--- src/rtl/eth_tx_framer_pkg.sv ---
// rtl/eth_tx_framer_pkg.sv - shared constants, state encoding and CRC-32 byte step for the TX framer
// Contents:
//   ETH_PREAMBLE, ETH_SFD       on-wire preamble and start-of-frame delimiter bytes
//   HDR_LEN, FCS_LEN, FLUSH_LEN byte counts of the fixed-length phases
//   CNT_W                       width of the shared byte counter
//   tx_state_e                  framer state encoding
//   crc32_byte()                one reflected CRC-32 byte update (poly 0xEDB88320)
package eth_tx_framer_pkg;

  localparam logic [7:0]  ETH_PREAMBLE    = 8'h55;
  localparam logic [7:0]  ETH_SFD         = 8'hD5;
  localparam int          HDR_LEN         = 14;
  localparam int          FCS_LEN         = 4;
  localparam int          FLUSH_LEN       = 4;
  localparam int          CNT_W           = 11;
  localparam logic [31:0] CRC32_POLY_REFL = 32'hEDB88320;

  typedef enum logic [3:0] {
    ST_IDLE,
    ST_PREAMBLE,
    ST_SFD,
    ST_HDR,
    ST_PAYLOAD,
    ST_PAD,
    ST_FCS,
    ST_IFG,
    ST_FLUSH,
    ST_DRAIN
  } tx_state_e;

  function automatic logic [31:0] crc32_byte(input logic [31:0] crc, input logic [7:0] data);
    logic [31:0] c;
    c = crc ^ {24'h0, data};
    for (int i = 0; i < 8; i++) begin
      c = c[0] ? ((c >> 1) ^ CRC32_POLY_REFL) : (c >> 1);
    end
    return c;
  endfunction

endpackage

--- src/rtl/eth_tx_hdr_sreg.sv ---
// rtl/eth_tx_hdr_sreg.sv - 112-bit DA/SA/EtherType holding and shift-out register
// Ports:
//   clk, rst_n   byte clock, asynchronous active-low reset
//   load         capture {dst_mac, src_mac, ethertype}
//   shift        advance to the next header byte
//   dst_mac      destination MAC, MSB byte first on the wire
//   src_mac      source MAC, MSB byte first on the wire
//   ethertype    type/length, MSB byte first on the wire
//   hdr_byte     current header byte
module eth_tx_hdr_sreg (
  input  logic        clk,
  input  logic        rst_n,
  input  logic        load,
  input  logic        shift,
  input  logic [47:0] dst_mac,
  input  logic [47:0] src_mac,
  input  logic [15:0] ethertype,
  output logic [7:0]  hdr_byte
);

  logic [111:0] sreg_q;

  always_ff @(posedge clk or negedge rst_n) begin
    if (!rst_n) begin
      sreg_q <= '0;
    end else if (load) begin
      sreg_q <= {dst_mac, src_mac, ethertype};
    end else if (shift) begin
      sreg_q <= {sreg_q[103:0], 8'h00};
    end
  end

  assign hdr_byte = sreg_q[111:104];

endmodule

--- src/rtl/eth_tx_framer.sv ---
// rtl/eth_tx_framer.sv - byte-wide Ethernet II TX framer feeding a CRC-32 calculator and a GMII-style PHY
// Ports:
//   clk, rst_n                         byte clock, asynchronous active-low reset
//   i_dst_mac, i_src_mac, i_ethertype  header fields, latched when a frame starts
//   i_data, i_valid, i_last, o_ready   payload byte stream (accepted on i_valid & o_ready)
//   o_crc_data, o_crc_vl, o_crc_calc   drive to CRC calculator
//   i_crc32                            CRC calculator output, [7:0] is the next FCS byte
//   o_txd, o_tx_en, o_tx_er            registered transmit byte stream
//   o_busy                             high whenever not idle
//   o_abort                            one-cycle pulse on underrun or oversize, aligned with o_tx_er
module eth_tx_framer
  import eth_tx_framer_pkg::*;
#(
  parameter int PREAMBLE_LEN = 7,
  parameter int IFG_LEN      = 12,
  parameter int MIN_PAYLOAD  = 46,
  parameter int MAX_PAYLOAD  = 1500
) (
  input  logic        clk,
  input  logic        rst_n,
  input  logic [47:0] i_dst_mac,
  input  logic [47:0] i_src_mac,
  input  logic [15:0] i_ethertype,
  input  logic [7:0]  i_data,
  input  logic        i_valid,
  input  logic        i_last,
  output logic        o_ready,
  output logic [7:0]  o_crc_data,
  output logic        o_crc_vl,
  output logic        o_crc_calc,
  input  logic [31:0] i_crc32,
  output logic [7:0]  o_txd,
  output logic        o_tx_en,
  output logic        o_tx_er,
  output logic        o_busy,
  output logic        o_abort
);

  tx_state_e        state_q, state_d;
  logic [CNT_W-1:0] cnt_q, cnt_d, cnt_inc;
  logic             last_seen_q, last_seen_d;
  logic [7:0]       mux_byte;
  logic             mux_en, mux_er, abort;
  logic             hdr_load, hdr_shift;
  logic [7:0]       hdr_byte;
  logic             unused_crc_hi;

  // Only the low byte of the calculator output is ever transmitted.
  assign unused_crc_hi = ^i_crc32[31:8];
  assign cnt_inc       = cnt_q + 1'b1;

  eth_tx_hdr_sreg u_hdr_sreg (
    .clk       (clk),
    .rst_n     (rst_n),
    .load      (hdr_load),
    .shift     (hdr_shift),
    .dst_mac   (i_dst_mac),
    .src_mac   (i_src_mac),
    .ethertype (i_ethertype),
    .hdr_byte  (hdr_byte)
  );

  always_ff @(posedge clk or negedge rst_n) begin
    if (!rst_n) begin
      state_q     <= ST_IDLE;
      cnt_q       <= '0;
      last_seen_q <= 1'b0;
    end else begin
      state_q     <= state_d;
      cnt_q       <= cnt_d;
      last_seen_q <= last_seen_d;
    end
  end

  always_comb begin
    state_d     = state_q;
    cnt_d       = cnt_q;
    last_seen_d = last_seen_q;
    mux_byte    = 8'h00;
    mux_en      = 1'b0;
    mux_er      = 1'b0;
    abort       = 1'b0;
    o_ready     = 1'b0;
    o_crc_vl    = 1'b0;
    o_crc_calc  = 1'b0;
    hdr_load    = 1'b0;
    hdr_shift   = 1'b0;

    case (state_q)
      ST_IDLE: begin
        // The waiting byte is left on the input; it is consumed in PAYLOAD.
        if (i_valid) begin
          hdr_load    = 1'b1;
          cnt_d       = '0;
          last_seen_d = 1'b0;
          state_d     = ST_PREAMBLE;
        end
      end

      ST_PREAMBLE: begin
        mux_byte = ETH_PREAMBLE;
        mux_en   = 1'b1;
        cnt_d    = cnt_inc;
        if (cnt_q == CNT_W'(PREAMBLE_LEN - 1)) begin
          cnt_d   = '0;
          state_d = ST_SFD;
        end
      end

      ST_SFD: begin
        mux_byte = ETH_SFD;
        mux_en   = 1'b1;
        cnt_d    = '0;
        state_d  = ST_HDR;
      end

      ST_HDR: begin
        mux_byte   = hdr_byte;
        mux_en     = 1'b1;
        o_crc_vl   = 1'b1;
        o_crc_calc = 1'b1;
        hdr_shift  = 1'b1;
        cnt_d      = cnt_inc;
        if (cnt_q == CNT_W'(HDR_LEN - 1)) begin
          cnt_d   = '0;
          state_d = ST_PAYLOAD;
        end
      end

      ST_PAYLOAD: begin
        o_ready    = 1'b1;
        mux_en     = 1'b1;
        o_crc_vl   = 1'b1;
        o_crc_calc = 1'b1;
        if (!i_valid || (cnt_q == CNT_W'(MAX_PAYLOAD))) begin
          // Underrun or byte MAX_PAYLOAD+1: a 0x00 byte flagged with tx_er
          // replaces it; the CRC disturbance is cleared by FLUSH.
          mux_er      = 1'b1;
          abort       = 1'b1;
          last_seen_d = i_valid & i_last;
          cnt_d       = '0;
          state_d     = ST_FLUSH;
        end else begin
          mux_byte = i_data;
          cnt_d    = cnt_inc;
          if (i_last) begin
            if (cnt_inc < CNT_W'(MIN_PAYLOAD)) begin
              state_d = ST_PAD;
            end else begin
              cnt_d   = '0;
              state_d = ST_FCS;
            end
          end
        end
      end

      ST_PAD: begin
        mux_en     = 1'b1;
        o_crc_vl   = 1'b1;
        o_crc_calc = 1'b1;
        cnt_d      = cnt_inc;
        if (cnt_inc == CNT_W'(MIN_PAYLOAD)) begin
          cnt_d   = '0;
          state_d = ST_FCS;
        end
      end

      ST_FCS: begin
        mux_byte = i_crc32[7:0];
        mux_en   = 1'b1;
        o_crc_vl = 1'b1;
        cnt_d    = cnt_inc;
        if (cnt_q == CNT_W'(FCS_LEN - 1)) begin
          cnt_d   = '0;
          state_d = ST_IFG;
        end
      end

      ST_IFG: begin
        // The IDLE cycle that follows is the last idle byte time of the gap.
        cnt_d = cnt_inc;
        if (cnt_q == CNT_W'(IFG_LEN - 2)) begin
          cnt_d   = '0;
          state_d = ST_IDLE;
        end
      end

      ST_FLUSH: begin
        o_crc_vl = 1'b1;
        cnt_d    = cnt_inc;
        if (cnt_q == CNT_W'(FLUSH_LEN - 1)) begin
          cnt_d   = '0;
          state_d = last_seen_q ? ST_IFG : ST_DRAIN;
        end
      end

      ST_DRAIN: begin
        o_ready = 1'b1;
        if (i_valid && i_last) begin
          cnt_d   = '0;
          state_d = ST_IFG;
        end
      end

      default: begin
        state_d = ST_IDLE;
        cnt_d   = '0;
      end
    endcase
  end

  assign o_crc_data = mux_byte;
  assign o_busy     = (state_q != ST_IDLE);

  always_ff @(posedge clk or negedge rst_n) begin
    if (!rst_n) begin
      o_txd   <= 8'h00;
      o_tx_en <= 1'b0;
      o_tx_er <= 1'b0;
      o_abort <= 1'b0;
    end else begin
      o_txd   <= mux_byte;
      o_tx_en <= mux_en;
      o_tx_er <= mux_er;
      o_abort <= abort;
    end
  end

endmodule

--- config.mk ---
export PLATFORM = sky130hd
export DESIGN_NAME = eth_tx_framer
export DESIGN_NICKNAME = d
export VERILOG_FILES = /design/src/rtl/eth_tx_framer_pkg.sv /design/src/rtl/eth_tx_hdr_sreg.sv /design/src/rtl/eth_tx_framer.sv
export SDC_FILE = /design/constraint.sdc
export NUM_CORES = 1
export LEC_CHECK = 0
export ABC_AREA = 1
export BUFFER_PORTS_ARGS = -buffer_cell sky130_fd_sc_hd__buf_2
export CORE_MARGIN = 2
export CORE_UTILIZATION = 53
export CTS_CLUSTER_DIAMETER = 150
export DETAILED_ROUTE_END_ITERATION = 6
export PLACE_DENSITY = 0.88
export SETUP_SLACK_MARGIN = 0.2
export SLEW_MARGIN = 0
export SYNTH_ARGS = -nofsm -noshare
export SYNTH_HDL_FRONTEND = slang
export SYNTH_SLANG_ARGS = --single-unit
--- constraint.sdc ---
create_clock -name clk -period 1.9 [get_ports clk]
set_input_delay 0 -clock clk [delete_from_list [all_inputs] [get_ports clk]]
set_output_delay 0 -clock clk [all_outputs]
set_load 0.05 [all_outputs]
==> results of run 1 <==
routing by layer:
layer / GRT usage / overflow
met1: 0.647 / 0
met2: 0.862 / 2
met3: 0.573 / 0
met4: 0.670 / 5
met5: 0.210 / 0
kinds of logic after synthesis:
family,after synthesis,share of synthesized area
and+or+nand+nor,316,0.215
buffers and inverters,177,0.106
AOI/OAI and AO/OA,161,0.173
DFF,138,0.497
adders and majority gates,5,0.00900
what timing repair did:
| action | in CTS |
|---|---|
| pin swaps | 18 |
| hold endpoints to repair | 258 |
| hold buffers | 129 |
| setup endpoints to repair | 106 |
| resized for setup | 85 |
| cloned | 7 |
| setup buffers | 28 |
stage by stage:
stage,worst slack [ns],hold WS (ns),area (µm²)
global placement,0.0921,-0.0503,7910
CTS,-0.0534,0.0425,10400
detailed placement,0.0558,-0.0467,7910
floorplan,-0.287,-0.296,6980
==> impl_summary.log, run 1 <==
[metrics] synth unique cells: 36
[metrics] Initial Utilization: 0.547
[metrics] most used flip-flop cell after synthesis: sky130_fd_sc_hd__dfrtp_1
[metrics] pin count of the biggest net entering global routing: 75
[metrics] synthesis-stage register bit count: 138
[metrics] count of flip-flops with a built-in enable after synthesis: 0
[metrics] worst endpoint type: top-level output
[metrics] clk root buf: sky130_fd_sc_hd__clkbuf_16
[metrics] die width: 119 µm
[metrics] top post-synthesis cells by area: sky130_fd_sc_hd__dfrtp_1, sky130_fd_sc_hd__nand2_1, sky130_fd_sc_hd__o221ai_1
[metrics] error message: [ERROR GRT-0232] Routing congestion too high. Check the congestion heatmap in the GUI.
[metrics] warning count from the yosys run: 0
[metrics] Site Rows: 41
[metrics] Detail Placement HPWL: approximately 13000 µm
[metrics] # clock sinks: approximately 140
[metrics] result of the run: aborted with a tool error
[metrics] Synth Area per Inst: 8.73 µm²
[metrics] biggest area consumer among synthesized cells: sky130_fd_sc_hd__dfrtp_1
[metrics] proportion of synthesized flip-flops having asynchronous set or reset: 1.00
[metrics] combined global-route utilization of all metal layers: 0.684
[metrics] most common cell in the netlist: sky130_fd_sc_hd__nand2_1
[metrics] global route overflow: 7
[metrics] placed cells: 1096
[metrics] count of buffers inserted at the top-level ports: about 150
[metrics] post-synth net total: 958
[metrics] RD Place Congestion: 0.941
[metrics] IO Count: 179
[metrics] depth of the CTS H-tree: 4
[metrics] area share of the largest cell type after synthesis: 0.497
[metrics] top cells by count, synth: sky130_fd_sc_hd__nand2_1, sky130_fd_sc_hd__dfrtp_1, sky130_fd_sc_hd__inv_1
[metrics] y dimension of the die: 119 µm
[metrics] total standard cell area after synthesis: ~7000 µm²
[metrics] register area share after synthesis: 0.497
[metrics] failing step: 5_1_grt
[metrics] CTS max path bufs: 2
[metrics] Post-Synthesis Cells: 797
[metrics] number of clock buffers inserted by TritonCTS: 17
[metrics] last worst endpoint in the global-route repair_timing: o_crc_data[3]
==> run 2: changes to the inputs <==
- CORE_UTILIZATION: 53 -> 40
- CTS_CLUSTER_DIAMETER: 150 -> not set
- PLACE_DENSITY: 0.88 -> not set
- PLACE_DENSITY_LB_ADDON: not set -> 0.15
- SETUP_SLACK_MARGIN: 0.2 -> not set
==> run 2 against run 1 <==
- synthesized cell count is the same
- the flow now finishes, with violations (setup timing)
- synthesized area is the same
==> impl_summary.log, run 2 <==
[metrics] max reg flops: 112
[metrics] count of flip-flops with a built-in enable after synthesis: 0 (unchanged)
[metrics] placed cells: 1159 (was 1096)
[metrics] multi-input combinational cell area: 2950 µm²
[metrics] final hold violation count: 0
[metrics] per-cell via count in the routed design: 5.01
[metrics] Detail Placement HPWL: 13700 µm (was 12800 µm)
[metrics] highest-count cells in the layout ignoring fill and taps: sky130_fd_sc_hd__nand2_1, sky130_fd_sc_hd__buf_2, sky130_fd_sc_hd__dfrtp_1
[metrics] critical path's slowest cell: sky130_fd_sc_hd__dfrtp_1
[metrics] initial DRC count: 400
[metrics] number of buffers and inverters on the critical path: 3
[metrics] Slowest Stage Delay on Critical Path: between 0.4 and 0.5 ns
[metrics] fin cells: 1338
[metrics] area share of the largest cell type after synthesis: 0.497 (unchanged)
[metrics] final setup violation count: 2
[metrics] critical path class: reg2out
[metrics] Slew @ Worst Pin: a little under 0.6 ns
[metrics] Sw Pwr: 0.00668 W
[metrics] Finished Core Util: 0.604
[metrics] Power Dens Cells: around 1500 nW/µm²
[metrics] commonest non-fill, non-tap cell in the layout: sky130_fd_sc_hd__nand2_1
[metrics] Synth Area per Inst: 8.73 µm² (unchanged)
[metrics] total internal power: 0.00909 W
[metrics] warning count from the yosys run: 0 (unchanged)
[metrics] CP startpoint kind: flop
[metrics] synth unique cells: 36 (unchanged)
[metrics] result of the run: finished, violations left (was aborted with a tool error)
[metrics] Worst Clk Skew: 0.00636 ns
[metrics] upper clock frequency limit: between 0.5 and 0.6 GHz
[metrics] final antenna-violating net count: 0
[metrics] endpoint required time on the critical path: 1.90 ns
[metrics] VDD IR max: between 1000 and 1500 µV
[metrics] setup repair after global routing missed its margin: yes
[metrics] via count: 6699
[metrics] Site Rows: 48 (was 41)
[metrics] Power, Total: between 0.015 and 0.02 W
[metrics] initial antenna violation count: 0
[metrics] # clock sinks: 138 (unchanged)
[metrics] router iterations before antenna repair: 5
[metrics] depth of the CTS H-tree: 4 (unchanged)
[metrics] routed wirelength normalized by instance count: approximately 16 µm
[metrics] share of cells above drive strength 1: 0.298
[metrics] time the final worst path needs with I/O delays and setup: 1.90 ns
[metrics] crit path setup slack, layout: -0.00296 ns
[metrics] y dimension of the die: 136 µm (was 119 µm)
[metrics] most used flip-flop cell after synthesis: sky130_fd_sc_hd__dfrtp_1 (unchanged)
[metrics] worst slew slack as a fraction of its limit: 0.607
[metrics] die width: 136 µm (was 119 µm)
[metrics] global route overflow: 0
[metrics] combinational cell fraction of total power: 0.495
[metrics] combined global-route utilization of all metal layers: 0.237
[metrics] count of buffers inserted at the top-level ports: 154 (unchanged)
[metrics] RD Place Congestion: 0.863 (was 0.941)
[metrics] most common cell in the netlist: sky130_fd_sc_hd__nand2_1 (unchanged)
[metrics] type of destination of the critical path: output port
[metrics] area of the die: 18500 µm²
[metrics] top post-synthesis cells by area: sky130_fd_sc_hd__dfrtp_1, sky130_fd_sc_hd__nand2_1, sky130_fd_sc_hd__o221ai_1 (unchanged)
[metrics] post-synth net total: 958 (unchanged)
[metrics] Worst Hold Class: in2reg
[metrics] max-cap viol count: 0
[metrics] latest clock arrival within the worst-skew pair: 0.42 ns
[metrics] fin. max-slew vios: 0
[metrics] growth of design area from synthesis to finish: 48.8%
[metrics] Post-Synthesis Cells: 797 (unchanged)
[metrics] total core area: 17100 µm²
[metrics] largest register by flop count: u_hdr_sreg.sreg_q
[metrics] IO Count: 179 (unchanged)
[metrics] Clock power frac: 0.205
[metrics] failing checks: setup timing
[metrics] clk root buf: sky130_fd_sc_hd__clkbuf_16 (unchanged)
[metrics] proportion of synthesized flip-flops having asynchronous set or reset: 1.00 (unchanged)
[metrics] top cells by count, synth: sky130_fd_sc_hd__nand2_1, sky130_fd_sc_hd__dfrtp_1, sky130_fd_sc_hd__inv_1 (unchanged)
[metrics] synthesis-stage register bit count: 138 (unchanged)
[metrics] pin count of the biggest net entering global routing: 69
[metrics] CP Cell Sequence: inv_2 > nand2_1 > nor2_2 > nand3_4 > nand2_4 > nor2_4 > buf_6 > nand2_2 > o211ai_1 > buf_4
[metrics] DR DRC count: 0
[metrics] cell family with the largest share of critical-path delay: simple AND/OR/NAND/NOR gates
[metrics] proportion of total power due to net switching: 0.423
[metrics] register cell area after layout: ~3500 µm²
[metrics] wire length after detailed routing: approximately 22000 µm
[metrics] Initial Utilization: 0.406 (was 0.547)
[metrics] vias in the first global route: 6650
[metrics] number of fill cells: 1483
[metrics] number of clock buffers inserted by TritonCTS: 17 (unchanged)
[metrics] total standard cell area after synthesis: 6950 µm² (unchanged)
[metrics] leakage power figure: 4.86 nW
[metrics] biggest area consumer among synthesized cells: sky130_fd_sc_hd__dfrtp_1 (unchanged)
[metrics] crit path max fanout: 8
[metrics] first-pass GRT wire length: 33900 µm
[metrics] sequential share of power: 0.300
[metrics] top flop regs: u_hdr_sreg.sreg_q (112), cnt_q (11), o_txd (8)
[metrics] CTS max path bufs: 2 (unchanged)
[metrics] Arr. time, crit path: 1.90 ns
[metrics] CTS clk-pin slew, worst paths: 0.06 ns
[metrics] post-route clock period utilization: 1.00
[metrics] clock tree from TritonCTS: done
[metrics] final-stage net count: around 1.3k
[metrics] register area share after synthesis: 0.497 (unchanged)
## run 2: cell counts after synthesis
No cell type changed its count.
## run 2: cell type report
| class | count | area share |
|---|---|---|
| clock inverter | 11 | 0.0120 |
| tap | 225 | 0.0272 |
| clock buffer | 19 | 0.0428 |
| timing repair buffer | 328 | 0.247 |
| multi-input combinational | 482 | 0.285 |
| sequential | 138 | 0.335 |
| antenna | 1 | 0.000242 |
| inverter | 134 | 0.0506 |
## run 2: path summary, 6_finish.rpt
check | from | endpoint | slack, ns | depth (start not counted)
min reg2reg | u_hdr_sreg.sreg_q[95] | u_hdr_sreg.sreg_q[95] | 0.51 | 2
min | i_data[3] | o_txd[3] | 0.12 | 6
max | cnt_q[9] | o_crc_data[1] | -0.003 | 10
max in group asynchronous | rst_n | u_hdr_sreg.sreg_q[72] | 1.14 | 3
max reg2reg | cnt_q[1] | cnt_q[3] | 0.07 | 11
min in group asynchronous | rst_n | cnt_q[9] | 0.13 | 2
## run 2: cell families after synthesis
| family | Yosys count | share of synthesized area |
|---|---|---|
| compound gates | 161 | 0.173 |
| fa+ha+maj | 5 | 0.00900 |
| buf+inv | 177 | 0.106 |
| flops | 138 | 0.497 |
| simple gates | 316 | 0.215 |
## run 2: what timing repair did
action | in CTS | in global routing
setup buffers | 14 | 6
setup endpoints to repair | 9 | 56
pin swaps | 10 | 12
hold buffers | 129 | 0
resized for setup | 44 | 28
endpoints found under the hold margin | 174 | 0
## run 2: per-layer routing
metal / routed length, µm / up-vias / GRT usage
li1: - / 3280 / -
met1: 9870 / 3174 / 0.325
met2: 10300 / 217 / 0.386
met3: 993 / 28 / 0.0350
met4: 372 / 0 / 0.0816
met5: 0 / - / 0
## run 2: worst register-to-register path: stages, from the launching register on
cell and delay (ns):
sky130_fd_sc_hd__dfrtp_1 0.37, sky130_fd_sc_hd__buf_4 0.15, sky130_fd_sc_hd__buf_4 0.13, sky130_fd_sc_hd__ha_2 0.19
sky130_fd_sc_hd__and3_1 0.19, sky130_fd_sc_hd__a21oi_1 0.07, sky130_fd_sc_hd__nor2_1 0.13, sky130_fd_sc_hd__nand3_2 0.12
sky130_fd_sc_hd__inv_4 0.13, sky130_fd_sc_hd__nand3_4 0.12, sky130_fd_sc_hd__nand2_1 0.08, sky130_fd_sc_hd__nand2_1 0.05
## run 2: per-stage QoR
| step | cell area (µm²) | hold WS, ns | worst slack, ns | setup TNS (ns) |
|---|---|---|---|---|
| 2_1_floorplan | 6980 | -0.296 | -0.287 | -2.70 |
| 3_3_place_gp | 8090 | 0.0252 | 0.0980 | 0 |
| 3_5_place_dp | 8090 | 0.0275 | 0.0845 | 0 |
| 4_1_cts | 10200 | 0.152 | -0.0211 | -0.0934 |
| 5_1_grt | 10300 | 0.184 | -0.0968 | -1.16 |
| 6_report | 10300 | 0.120 | -0.00296 | -0.00485 |
## run 2: power groups by stage
stage,combinational [W],sequential [W],clock [W]
final,0.00780,0.00473,0.00324
after detailed placement,0.00683,0.00476,0
after CTS,0.00755,0.00471,0.00329
after global routing,0.00859,0.00484,0.00341
after global placement,0.00676,0.00471,0
after floorplan,0.00474,0.00497,0
No activity file was read; power rests on OpenSTA's default activity.
==> run 3: changes to the inputs <==
- CELL_PAD_IN_SITES_DETAIL_PLACEMENT: not set -> 1
- CELL_PAD_IN_SITES_GLOBAL_PLACEMENT: not set -> 1
- CORE_UTILIZATION: 40 -> 39
==> run 3 against run 2 <==
- the flow still finishes with violations (setup timing)
- utilization up 0.35 points
- non-clock buffer count up 3
- maximum frequency down 9.1%
- die area up 2.5%
- routed wire length up 29%
- clock power up 5%
- sequential power up 2%
- clock skew up 0.0055 ns
- setup slack worse by 0.19 ns
- first-iteration DRC count up 12%
- total power up 8.3%
- critical path type is now reg2reg
==> impl_summary.log, run 3 (synthesized netlist as in run 2, its figures left out) <==
[metrics] result of the run: finished, violations left (unchanged)
[metrics] failing checks: setup timing (unchanged)
[metrics] Power Dens Cells: 1620 nW/µm² (was 1520 nW/µm²)
[metrics] first-pass GRT wire length: 40800 µm (was 33900 µm)
[metrics] CTS max path bufs: 2 (unchanged)
[metrics] CP Cell Sequence: buf_4 > ha_4 > inv_4 > nand2_1 > nand2_2 > nor2_1 > nand2_1 > nand2_1 > a21boi_2 > nand2_1 > nand2_1 > nand2_1 > nand3_1 > nand2_1 (was inv_2 > nand2_1 > nor2_2 > nand3_4 > nand2_4 > nor2_4 > buf_6 > nand2_2 > o211ai_1 > buf_4)
[metrics] final-stage net count: 1265 (was 1262)
[metrics] final hold violation count: 0 (unchanged)
[metrics] routed wirelength normalized by instance count: 20.7 µm (was 16.1 µm)
[metrics] Sum Neg Setup Slack: -0.778 ns (was -0.00485 ns)
[metrics] per-cell via count in the routed design: 5.37 (was 5.01)
[metrics] latest clock arrival within the worst-skew pair: 0.42 ns (about the same)
[metrics] vias in the first global route: 7840 (was 6650)
[metrics] combinational cell fraction of total power: 0.517 (was 0.495)
[metrics] final setup violation count: 14 (was 2)
[metrics] pre-CTS setup slack: 0.0218 ns (was 0.0845 ns)
[metrics] post-route clock period utilization: 1.10 (was 1.00)
[metrics] number of clock buffers inserted by TritonCTS: 17 (unchanged)
[metrics] crit path setup slack, layout: -0.194 ns (was -0.00296 ns)
[metrics] DR DRC count: 0 (unchanged)
[metrics] via count: 7197 (was 6699)
[metrics] depth of the CTS H-tree: 4 (unchanged)
[metrics] clock tree from TritonCTS: done (unchanged)
[metrics] proportion of total power due to net switching: 0.436 (was 0.423)
[metrics] wire length after detailed routing: 27700 µm (was 21500 µm)
[metrics] Arr. time, crit path: 2.39 ns (was 1.90 ns)
[metrics] time the final worst path needs with I/O delays and setup: 2.09 ns (was 1.90 ns)
[metrics] total core area: 17400 µm² (was 17100 µm²)
[metrics] final antenna-violating net count: 0 (unchanged)
[metrics] growth of design area from synthesis to finish: 51.7% (was 48.8%)
[metrics] fin. max-slew vios: 0 (unchanged)
[metrics] initial antenna violation count: 1 (was 0)
[metrics] setup repair after global routing missed its margin: yes (unchanged)
[metrics] VDD IR max: 1330 µV (was 1030 µV)
[metrics] Worst Hold Slack: 0.0580 ns (was 0.120 ns)
[metrics] crit path max fanout: 3 (was 8)
[metrics] CTS clk-pin slew, worst paths: 0.06 ns (about the same)
[metrics] Sw Pwr: 0.00744 W (was 0.00668 W)
[metrics] Worst Hold Class: in2async (was in2reg)
[metrics] Slowest Stage Delay on Critical Path: 0.40 ns (was 0.44 ns)
[metrics] IO Count: 179 (unchanged)
[metrics] Initial Utilization: 0.401 (was 0.406)
[metrics] critical path's slowest cell: sky130_fd_sc_hd__dfrtp_1 (unchanged)
[metrics] number of fill cells: 1974 (was 1483)
[metrics] max reg flops: 112 (unchanged)
[metrics] global route overflow: 0 (unchanged)
[metrics] Site Rows: 48 (unchanged)
[metrics] worst reg2reg path depth: 14 (was 11)
[metrics] combined global-route utilization of all metal layers: 0.286 (was 0.237)
[metrics] CP startpoint kind: flop (unchanged)
[metrics] Finished Core Util: 0.608 (was 0.604)
[metrics] type of destination of the critical path: flop (was output port)
[metrics] count of buffers inserted at the top-level ports: 154 (unchanged)
[metrics] clk root buf: sky130_fd_sc_hd__clkbuf_16 (unchanged)
[metrics] die width: 138 µm (was 136 µm)
[metrics] largest register by flop count: u_hdr_sreg.sreg_q (unchanged)
[metrics] leakage power figure: 4.94 nW (was 4.86 nW)
[metrics] worst slew slack as a fraction of its limit: 0.706 (was 0.607)
[metrics] area of the die: 18900 µm² (was 18500 µm²)
[metrics] upper clock frequency limit: 0.478 GHz (was 0.525 GHz)
[metrics] Detail Placement HPWL: 15400 µm (was 13700 µm)
[metrics] placed cell areas: 8040 µm² (was 8090 µm²)
[metrics] RD Place Congestion: 0.862 (was 0.863)
[metrics] total internal power: 0.00963 W (was 0.00909 W)
[metrics] share of cells above drive strength 1: 0.309 (was 0.298)
[metrics] Clock power frac: 0.199 (was 0.205)
[metrics] final instance area: 10600 µm² (was 10300 µm²)
[metrics] Worst Clk Skew: 0.0119 ns (was 0.00636 ns)
[metrics] max-cap viol count: 0 (unchanged)
[metrics] endpoint required time on the critical path: 2.20 ns (was 1.90 ns)
[metrics] Slew @ Worst Pin: 0.441 ns (was 0.590 ns)
[metrics] critical path class: reg2reg (was reg2out)
[metrics] commonest non-fill, non-tap cell in the layout: sky130_fd_sc_hd__nand2_1 (unchanged)
[metrics] router iterations before antenna repair: 5 (unchanged)
[metrics] top flop regs: u_hdr_sreg.sreg_q (112), cnt_q (11), o_txd (8) (unchanged)
[metrics] highest-count cells in the layout ignoring fill and taps: sky130_fd_sc_hd__nand2_1, sky130_fd_sc_hd__buf_2, sky130_fd_sc_hd__dlygate4sd3_1 (was sky130_fd_sc_hd__nand2_1, sky130_fd_sc_hd__buf_2, sky130_fd_sc_hd__dfrtp_1)
[metrics] initial DRC count: 448 (was 400)
[metrics] pin count of the biggest net entering global routing: 112 (was 69)
[metrics] # clock sinks: 138 (unchanged)
[metrics] sequential share of power: 0.284 (was 0.300)
[metrics] y dimension of the die: 138 µm (was 136 µm)
[metrics] most used cell along the critical path: sky130_fd_sc_hd__nand2_1
run 3: changes by cell type in the layout (fill, tap and decap cells not counted), sizes merged:
cell / delta
buf: -2
clkinvlp: -2
clkbuf: +5
diode: +1
clkinv: -3
dlygate4sd3: +1
dlymetal6s4s: +1
bufinv: +1
run 3: repair_timing:
action                     4_1_cts  5_1_grt
resized for setup               52       56
hold endpoints to repair       259        0
cloned                           0        2
setup endpoints to repair       14       88
setup buffers                   11       14
pin swaps                       14       10
hold buffers                   131        0
run 3: critical path: cells and delay by family, from the launching register on:
kind                     cells  cell delay [ns]
adder cells (fa/ha/maj)      1             0.18
AND/OR/NAND/NOR             10             0.92
buffers and inverters        2             0.23
AO/OA/AOI/OAI                1             0.24
flip-flops                   1             0.40
run 3: final timing paths:
check,startpoint,end,slack [ns]
max reg2reg,cnt_q[0],state_q[1],-0.19
min reg2reg,u_hdr_sreg.sreg_q[87],u_hdr_sreg.sreg_q[95],0.53
max in group asynchronous,rst_n,cnt_q[3],1.09
max,cnt_q[0],state_q[1],-0.19
min in group clk,i_crc32[7],o_txd[7],0.09
min,rst_n,o_tx_en,0.06
run 3: stage by stage:
step | cells | total power [W]
finish | 1340 | 0.0171
global route | 1339 | 0.0180
CTS | 1324 | 0.0160
detailed placement | 1154 | 0.0118
global placement | 1154 | 0.0114
floorplan | 797 | 0.00971
run 3: area by class of cell:
cell class / count / area [µm²] / area share
Antenna cell: 2 / 5.00 / 0.000474
Clock buffer: 21 / 470 / 0.0446
Clock inverter: 7 / 119 / 0.0113
Inverter: 134 / 524 / 0.0497
Multi-Input combinational cell: 482 / 3070 / 0.291
Sequential cell: 138 / 3460 / 0.328
Tap cell: 225 / 282 / 0.0267
Timing Repair Buffer: 331 / 2620 / 0.248
run 3: power by group through the flow:
stage | Sequential [W] | Combinational, W | Clock (W)
6_report | 0.00484 | 0.00883 | 0.00340
5_1_grt | 0.00494 | 0.00954 | 0.00356
4_1_cts | 0.00477 | 0.00776 | 0.00343
3_5_place_dp | 0.00480 | 0.00697 | 0
3_3_place_gp | 0.00472 | 0.00670 | 0
2_1_floorplan | 0.00497 | 0.00474 | 0
run 3: layer usage:
| metal | routed length (µm) | vias up | part of all wire | global-route usage |
|---|---|---|---|---|
| li1 | - | 3272 | - | - |
| met1 | 11200 | 3580 | 0.40 | 0.342 |
| met2 | 14200 | 259 | 0.51 | 0.505 |
| met3 | 1160 | 86 | 0.042 | 0.0482 |
| met4 | 1110 | 0 | 0.040 | 0.130 |
| met5 | 0 | - | 0 | 0 |
